--- src/rtl/inv_sub_bytes_seq.sv ---
// Time-multiplexed AES InvSubBytes sequencer.
// NUM_ROMS external combinational inverse S-box ROMs are shared across the
// 16 state bytes, so a state takes 16/NUM_ROMS RUN cycles to transform.
module inv_sub_bytes_seq #(
  parameter int unsigned NUM_ROMS = 1
) (
  input  logic                    clk_i,
  input  logic                    reset_n_i,
  input  logic                    abort_i,
  input  logic [127:0]            state_i,
  input  logic                    v_i,
  output logic                    ready_o,
  output logic [8*NUM_ROMS-1:0]   rom_addr_o,
  input  logic [8*NUM_ROMS-1:0]   rom_data_i,
  output logic [127:0]            state_o,
  output logic                    v_o,
  input  logic                    ready_i,
  output logic                    busy_o
);

  localparam int unsigned NUM_BYTES = 16;
  localparam int unsigned ITERS     = NUM_BYTES / NUM_ROMS;
  localparam int unsigned CNT_W     = (ITERS > 1) ? $clog2(ITERS) : 1;
  localparam logic [CNT_W-1:0] CNT_LAST = CNT_W'(ITERS - 1);

  typedef enum logic [1:0] {
    IDLE = 2'd0,
    RUN  = 2'd1,
    DONE = 2'd2
  } fsm_t;

  fsm_t                     fsm_q, fsm_d;
  logic [CNT_W-1:0]         cnt_q, cnt_d;
  // Element [15-k] holds byte k, so element 15 is the MSB byte.
  logic [NUM_BYTES-1:0][7:0] cap_q, cap_d;
  logic [NUM_BYTES-1:0][7:0] res_q, res_d;
  logic [NUM_ROMS-1:0][7:0]  addr_d;
  logic [NUM_ROMS-1:0][7:0]  rom_lane;

  assign rom_lane = rom_data_i;
  assign state_o  = res_q;

  // Next-state, counter and capture logic; abort overrides everything.
  always_comb begin
    fsm_d = fsm_q;
    cnt_d = cnt_q;
    cap_d = cap_q;
    if (abort_i) begin
      fsm_d = IDLE;
      cnt_d = '0;
    end else begin
      unique case (fsm_q)
        IDLE: begin
          if (v_i) begin
            cap_d = state_i;
            cnt_d = '0;
            fsm_d = RUN;
          end
        end
        RUN: begin
          if (cnt_q == CNT_LAST) begin
            cnt_d = '0;
            fsm_d = DONE;
          end else begin
            cnt_d = cnt_q + CNT_W'(1);
          end
        end
        DONE: begin
          if (ready_i) begin
            fsm_d = IDLE;
          end
        end
        default: begin
          fsm_d = IDLE;
          cnt_d = '0;
        end
      endcase
    end
  end

  // Result byte k is written from lane k%NUM_ROMS in RUN slot k/NUM_ROMS.
  for (genvar k = 0; k < NUM_BYTES; k++) begin : g_res
    localparam int unsigned LANE = k % NUM_ROMS;
    localparam int unsigned SLOT = k / NUM_ROMS;
    assign res_d[NUM_BYTES-1-k] = (fsm_q == RUN && cnt_q == CNT_W'(SLOT))
                                  ? rom_lane[LANE] : res_q[NUM_BYTES-1-k];
  end

  // Next ROM address per lane: byte (cnt*NUM_ROMS + j) of the captured state.
  for (genvar j = 0; j < NUM_ROMS; j++) begin : g_addr
    logic [3:0] pos;
    assign pos       = 4'(NUM_BYTES - 1 - j) - 4'(4'(NUM_ROMS) * 4'(cnt_d));
    assign addr_d[j] = (fsm_d == RUN) ? cap_d[pos] : 8'h00;
  end

  // FSM state register with registered status outputs.
  always_ff @(posedge clk_i or negedge reset_n_i) begin
    if (!reset_n_i) begin
      fsm_q   <= IDLE;
      ready_o <= 1'b1;
      v_o     <= 1'b0;
      busy_o  <= 1'b0;
    end else begin
      fsm_q   <= fsm_d;
      ready_o <= (fsm_d == IDLE);
      v_o     <= (fsm_d == DONE);
      busy_o  <= (fsm_d == RUN);
    end
  end

  // Datapath registers: counter, captured state, result and ROM addresses.
  always_ff @(posedge clk_i or negedge reset_n_i) begin
    if (!reset_n_i) begin
      cnt_q      <= '0;
      cap_q      <= '0;
      res_q      <= '0;
      rom_addr_o <= '0;
    end else begin
      cnt_q      <= cnt_d;
      cap_q      <= cap_d;
      res_q      <= res_d;
      rom_addr_o <= addr_d;
    end
  end

endmodule

--- config.mk ---
export PLATFORM = sky130hd
export DESIGN_NAME = inv_sub_bytes_seq
export DESIGN_NICKNAME = d
export VERILOG_FILES = /design/src/rtl/inv_sub_bytes_seq.sv
export SDC_FILE = /design/constraint.sdc
export NUM_CORES = 1
export LEC_CHECK = 0
export BUFFER_PORTS_ARGS = -buffer_cell sky130_fd_sc_hd__buf_4
export CORE_ASPECT_RATIO = 0.7
export CORE_MARGIN = 4
export CORE_UTILIZATION = 50
export DETAILED_ROUTE_END_ITERATION = 7
export PLACE_DENSITY = 0.72
export SETUP_SLACK_MARGIN = 0.4
export SLEW_MARGIN = 10
export SYNTH_ARGS = -nofsm -noshare
export SYNTH_HDL_FRONTEND = slang
export SYNTH_SLANG_ARGS = --single-unit
--- constraint.sdc ---
create_clock -name clk_i -period 6.2 [get_ports clk_i]
set_clock_uncertainty 0.1 [all_clocks]
set_input_delay 0.93 -clock clk_i [delete_from_list [all_inputs] [get_ports clk_i]]
set_output_delay 0.93 -clock clk_i [all_outputs]
set_load 0.01 [all_outputs]
# After elaboration in Yosys (flattened, before gate mapping)
# Index checks and enable logic that the tools add are counted.
# word_totals
wordCells,94
out_inout_bits,139
in_bits,141
reg_bits,273
# op_classes
mux,15
eq_ne,19
add_sub_neg,2
n_reduce_logical,19
n_lt_le_gt_ge,1
# op_table
op,n
2-to-1 mux 128 bit,3
binary-select mux 8 bit (select 4 bit),1
"== test 4 bit, second input constant",8
"== test 4 x 3 -> 1 bit, second input constant",4
logical AND 1 bit,16
2-to-1 mux 8 bit,2
2-to-1 mux 4 bit,3
case mux 4 bit (3 select lines),1
"== test 4 x 2 -> 1 bit, second input constant",2
2-to-1 mux 2 bit,4
case mux 2 bit (3 select lines),1
"< comparator 4 x 5 -> 1 bit, second input constant",1
"adder 4 x 1 -> 4 bit, second input constant",1
"== test 2 x 1 -> 1 bit, second input constant",2
"== test 2 bit, second input constant",2
"== test 4 x 1 -> 1 bit, second input constant",1
logical NOT 2 bit,2
logical NOT 4 bit,1
"subtractor 4 bit, first input constant",1

# Logic depth before layout (Yosys ltp)
# depth
ltp_word,8
mapped_depth,10
ltp_nobuf,8

# Least setup slack after synthesis
# Ideal clock, no wire load.
# synth_timing
kind,input to register
startpoint,in abort_i
endpoint,reg rom_addr_o[1]
path_slack_ns,2.819
setup_ns,0.139
n_path_buf,3
required_ns,5.961
path_stages,8
arrival_ns,3.143
cell_sequence,buf_4 > nor4b_1 > buf_2 > buf_2 > mux2_2 > mux4_2 > nor2b_1 > or4_1
# synth_rtl
item,line_no,text
start: declaration,9,"input logic abort_i,"
end signal: assignment,122,rom_addr_o <= addr_d;
end: declaration,13,"output logic [8*NUM_ROMS-1:0] rom_addr_o,"

==> results.tsv <==
stage	metric	value	unit
run_status	outcome	completed	
final_layout	Layout area overhead	27.41	%
critical_path	Setup crit start	fsm_q[0]	
power_and_ir_drop	Leak Pwr	6.983	nW
min_path	worst hold path class	input port to async pin	
critical_path	crit-path max FO	31	
timing	worst slew pin tran	1.093	ns
final_layout	most frequent cells in the layout	buf_4, dfrtp_1, mux2_2	
die	number of cell rows	46	
critical_path	R2R setup slack	2.06	ns
final_layout	n_diodes	0	
timing	Setup TNS Final	0	ns
die	I/O Pins	280	
timing	Slew HR	27.07	%
route	final WL	31590	µm
yosys	post-synthesis cell type with the largest combined area	dfrtp_1	
timing	Peak Freq	241.8	MHz
die	DIE WIDTH	189.9	µm
critical_path	Critical Path Sink Type	register	
yosys	Syn Nets	987	
global_route	first-pass GRT wire length	48040	µm
route	drt pass-1 iters	5	
clocking	Clock transition at path regs	0.07	ns
yosys	post-synthesis instance total	842	
yosys	Yosys warning count	0	
clocking	CTS resizes	0	
timing	# setup viols final	0	
timing	post-layout min period	4.135	ns
clocking	clk_lat worst skew	0.52	ns
critical_path	RR Startpoint	fsm_q[0]	
timing	Fin. Hold Viols	0	
final_layout	post-layout instance area	14760	µm²
yosys	most area-consuming cells after synthesis	dfrtp_1, mux2_2, a21oi_1, or3_1, nor3_1	
die	initial core utilization	50.94	%
yosys	Netlist Area Pre-Place	11580	µm²
critical_path	startpoint class of the critical path	register	
route	Detail Route Antenna Nets	0	
final_layout	# nets final	1247	
power_and_ir_drop	worst IR drop on VDD	198.7	µV
die	Die Y	135.3	µm
timing	max-slew violations	0	
global_route	pin count of the biggest net entering global routing	129	
clocking	root buf cell	clkbuf_16	
global_route	Total GRT Usage	24.06	%
yosys	share of the yosys chip area belonging to registers	59.00	%
place	HPWL after DPL	22250	µm
timing	RSZ-0062 raised after global routing	false	
yosys	register bit total from synthesis	273	
final_layout	share of layout cells above drive strength 1	53.03	%
job	Max-cap violations	0	
place	placed cell area	13920	µm²
die	Core Region	22730	µm²
place	I/O Buffers	279	
place	GPL Wtd Cong	0.8877	
yosys	Synth Area per Inst	13.75	µm²
route	vias	8032	
route	Starting DRT DRC Count	685	
yosys	post-synth top area share	58.77	%
clocking	CTS Buffer Depth	3	
clocking	Setup Buffers After CTS	0	
clocking	H-tree depth	1	
power_and_ir_drop	PwrDens	295.2	nW/µm²
route	Wirelength per Cell	22.03	µm
route	DR DRC count	0	
critical_path	data required time of the critical path	6.49	ns
timing	period utilization	66.70	%
yosys	Yosys cell types	42	
critical_path	Crit Path Category	register to register	
critical_path	crit path DAT	4.42	ns
clocking	cts hold-fix bufs	0	
clocking	CTS tree	built	
global_route	initial antenna violation count	1	
route	via/cell ratio	5.601	
die	die footprint	25700	µm²
final_layout	most common cell after layout, fill and taps aside	buf_4	
global_route	vias in the first global route	7856	
clocking	CTS Sinks	273	
global_route	grt total ovfl	0	
clocking	TritonCTS buffer count	26	
## synthesized netlist by cell type (all sizes together)
| library cell | count |
|---|---|
| a21o | 1 |
| mux2i | 1 |
| o32ai | 1 |
| nor2 | 26 |
| nand4 | 1 |
| xnor2 | 1 |
| inv | 9 |
| nor4b | 1 |
| or4 | 7 |
| dfrtp | 272 |
| nor2b | 8 |
| a221oi | 1 |
| dfstp | 1 |
| or3b | 2 |
| o211ai | 2 |
| o311a | 1 |
| nand2 | 9 |
| nand3 | 9 |
| o21a | 1 |
| clkbuf | 33 |
| a21oi | 62 |
| ha | 4 |
| buf | 21 |
| mux2 | 256 |
| o2111ai | 1 |
| a2111o | 1 |
| and4b | 2 |
| or3 | 44 |
| a31oi | 1 |
| a32oi | 2 |
| mux4 | 9 |
| and3 | 2 |
| nor4 | 1 |
| nor3 | 43 |
| nand2b | 6 |
## final cells by class
| cell class | instances | area, µm² |
|---|---|---|
| well taps | 312 | 390.4 |
| flip-flops and latches | 273 | 6833 |
| repair buffers | 286 | 2180 |
| fillers | 1741 | 7979 |
| clock buffers | 39 | 790.8 |
| clock inverters | 9 | 48.80 |
| inverters | 9 | 33.78 |
| multi-input cells | 506 | 4479 |
## logic make-up after synthesis
logic type / Yosys count / share of synthesized area [%]
fa+ha+maj: 4 / 0.4322
buf+inv: 63 / 2.506
mux: 266 / 26.73
xor+xnor: 1 / 0.07564
simple gates: 161 / 7.703
flops: 273 / 59.00
compound gates: 74 / 3.555
## worst paths after layout
check                                end  cells past startpoint
setup reg to reg           rom_addr_o[0]                      7
max in group asynchronous      cap_q[85]                      2
hold / removal               state_o[87]                      1
hold reg to reg                cap_q[60]                      1
min in group clk_i             cap_q[60]                      1
setup / recovery           rom_addr_o[0]                      7
## routing by layer
metal	routed length, µm	vias up	share of wire, %	track usage (%)
li1	-	3560	-	-
met1	15340	4058	49	39.15
met2	12940	359	41	32.80
met3	2604	53	8.2	5.641
met4	687	2	2.2	4.900
met5	17	-	0.054	0
## critical path, stage by stage (launching register included)
cell and delay (ns):
dfrtp_1 0.54, nor2b_1 0.71, nand2_1 0.12, a21o_1 0.49
inv_1 0.95, mux4_2 0.42, nor2b_1 0.17, or4_1 0.49
## state kept, by name, indices dropped and copies added, names as in the netlist
| register | cells |
|---|---|
| cap_q | 128 |
| state_o | 128 |
| ready_o | 1 |
| v_o | 1 |
| rom_addr_o | 8 |
| fsm_q | 2 |
| cnt_q | 4 |
| busy_o | 1 |
## through the flow
step | instances | hold slack (ns) | setup slack [ns] | total power, W | utilization (%)
global route | 1434 | 0.3563 | 1.818 | 0.004544 | 64.90
CTS | 1434 | 0.3269 | 2.111 | 0.004394 | 64.90
detailed placement | 1386 | 0.3730 | 2.078 | 0.002843 | 61.21
global placement | 1386 | 0.3611 | 2.249 | 0.002823 | 61.21
floorplan | 842 | 0.3498 | 2.819 | 0.002505 | -
finish | 1434 | 0.2908 | 2.065 | 0.004356 | 64.90
## where the power goes
group,total [W],internal (W),switching [W],leakage [nW]
Sequential,0.00208,0.00200,0.0000750,3.44
Clock,0.00154,0.000881,0.000663,0.424
Combinational,0.000731,0.000390,0.000342,3.12
(Power assumes the default switching activity.)
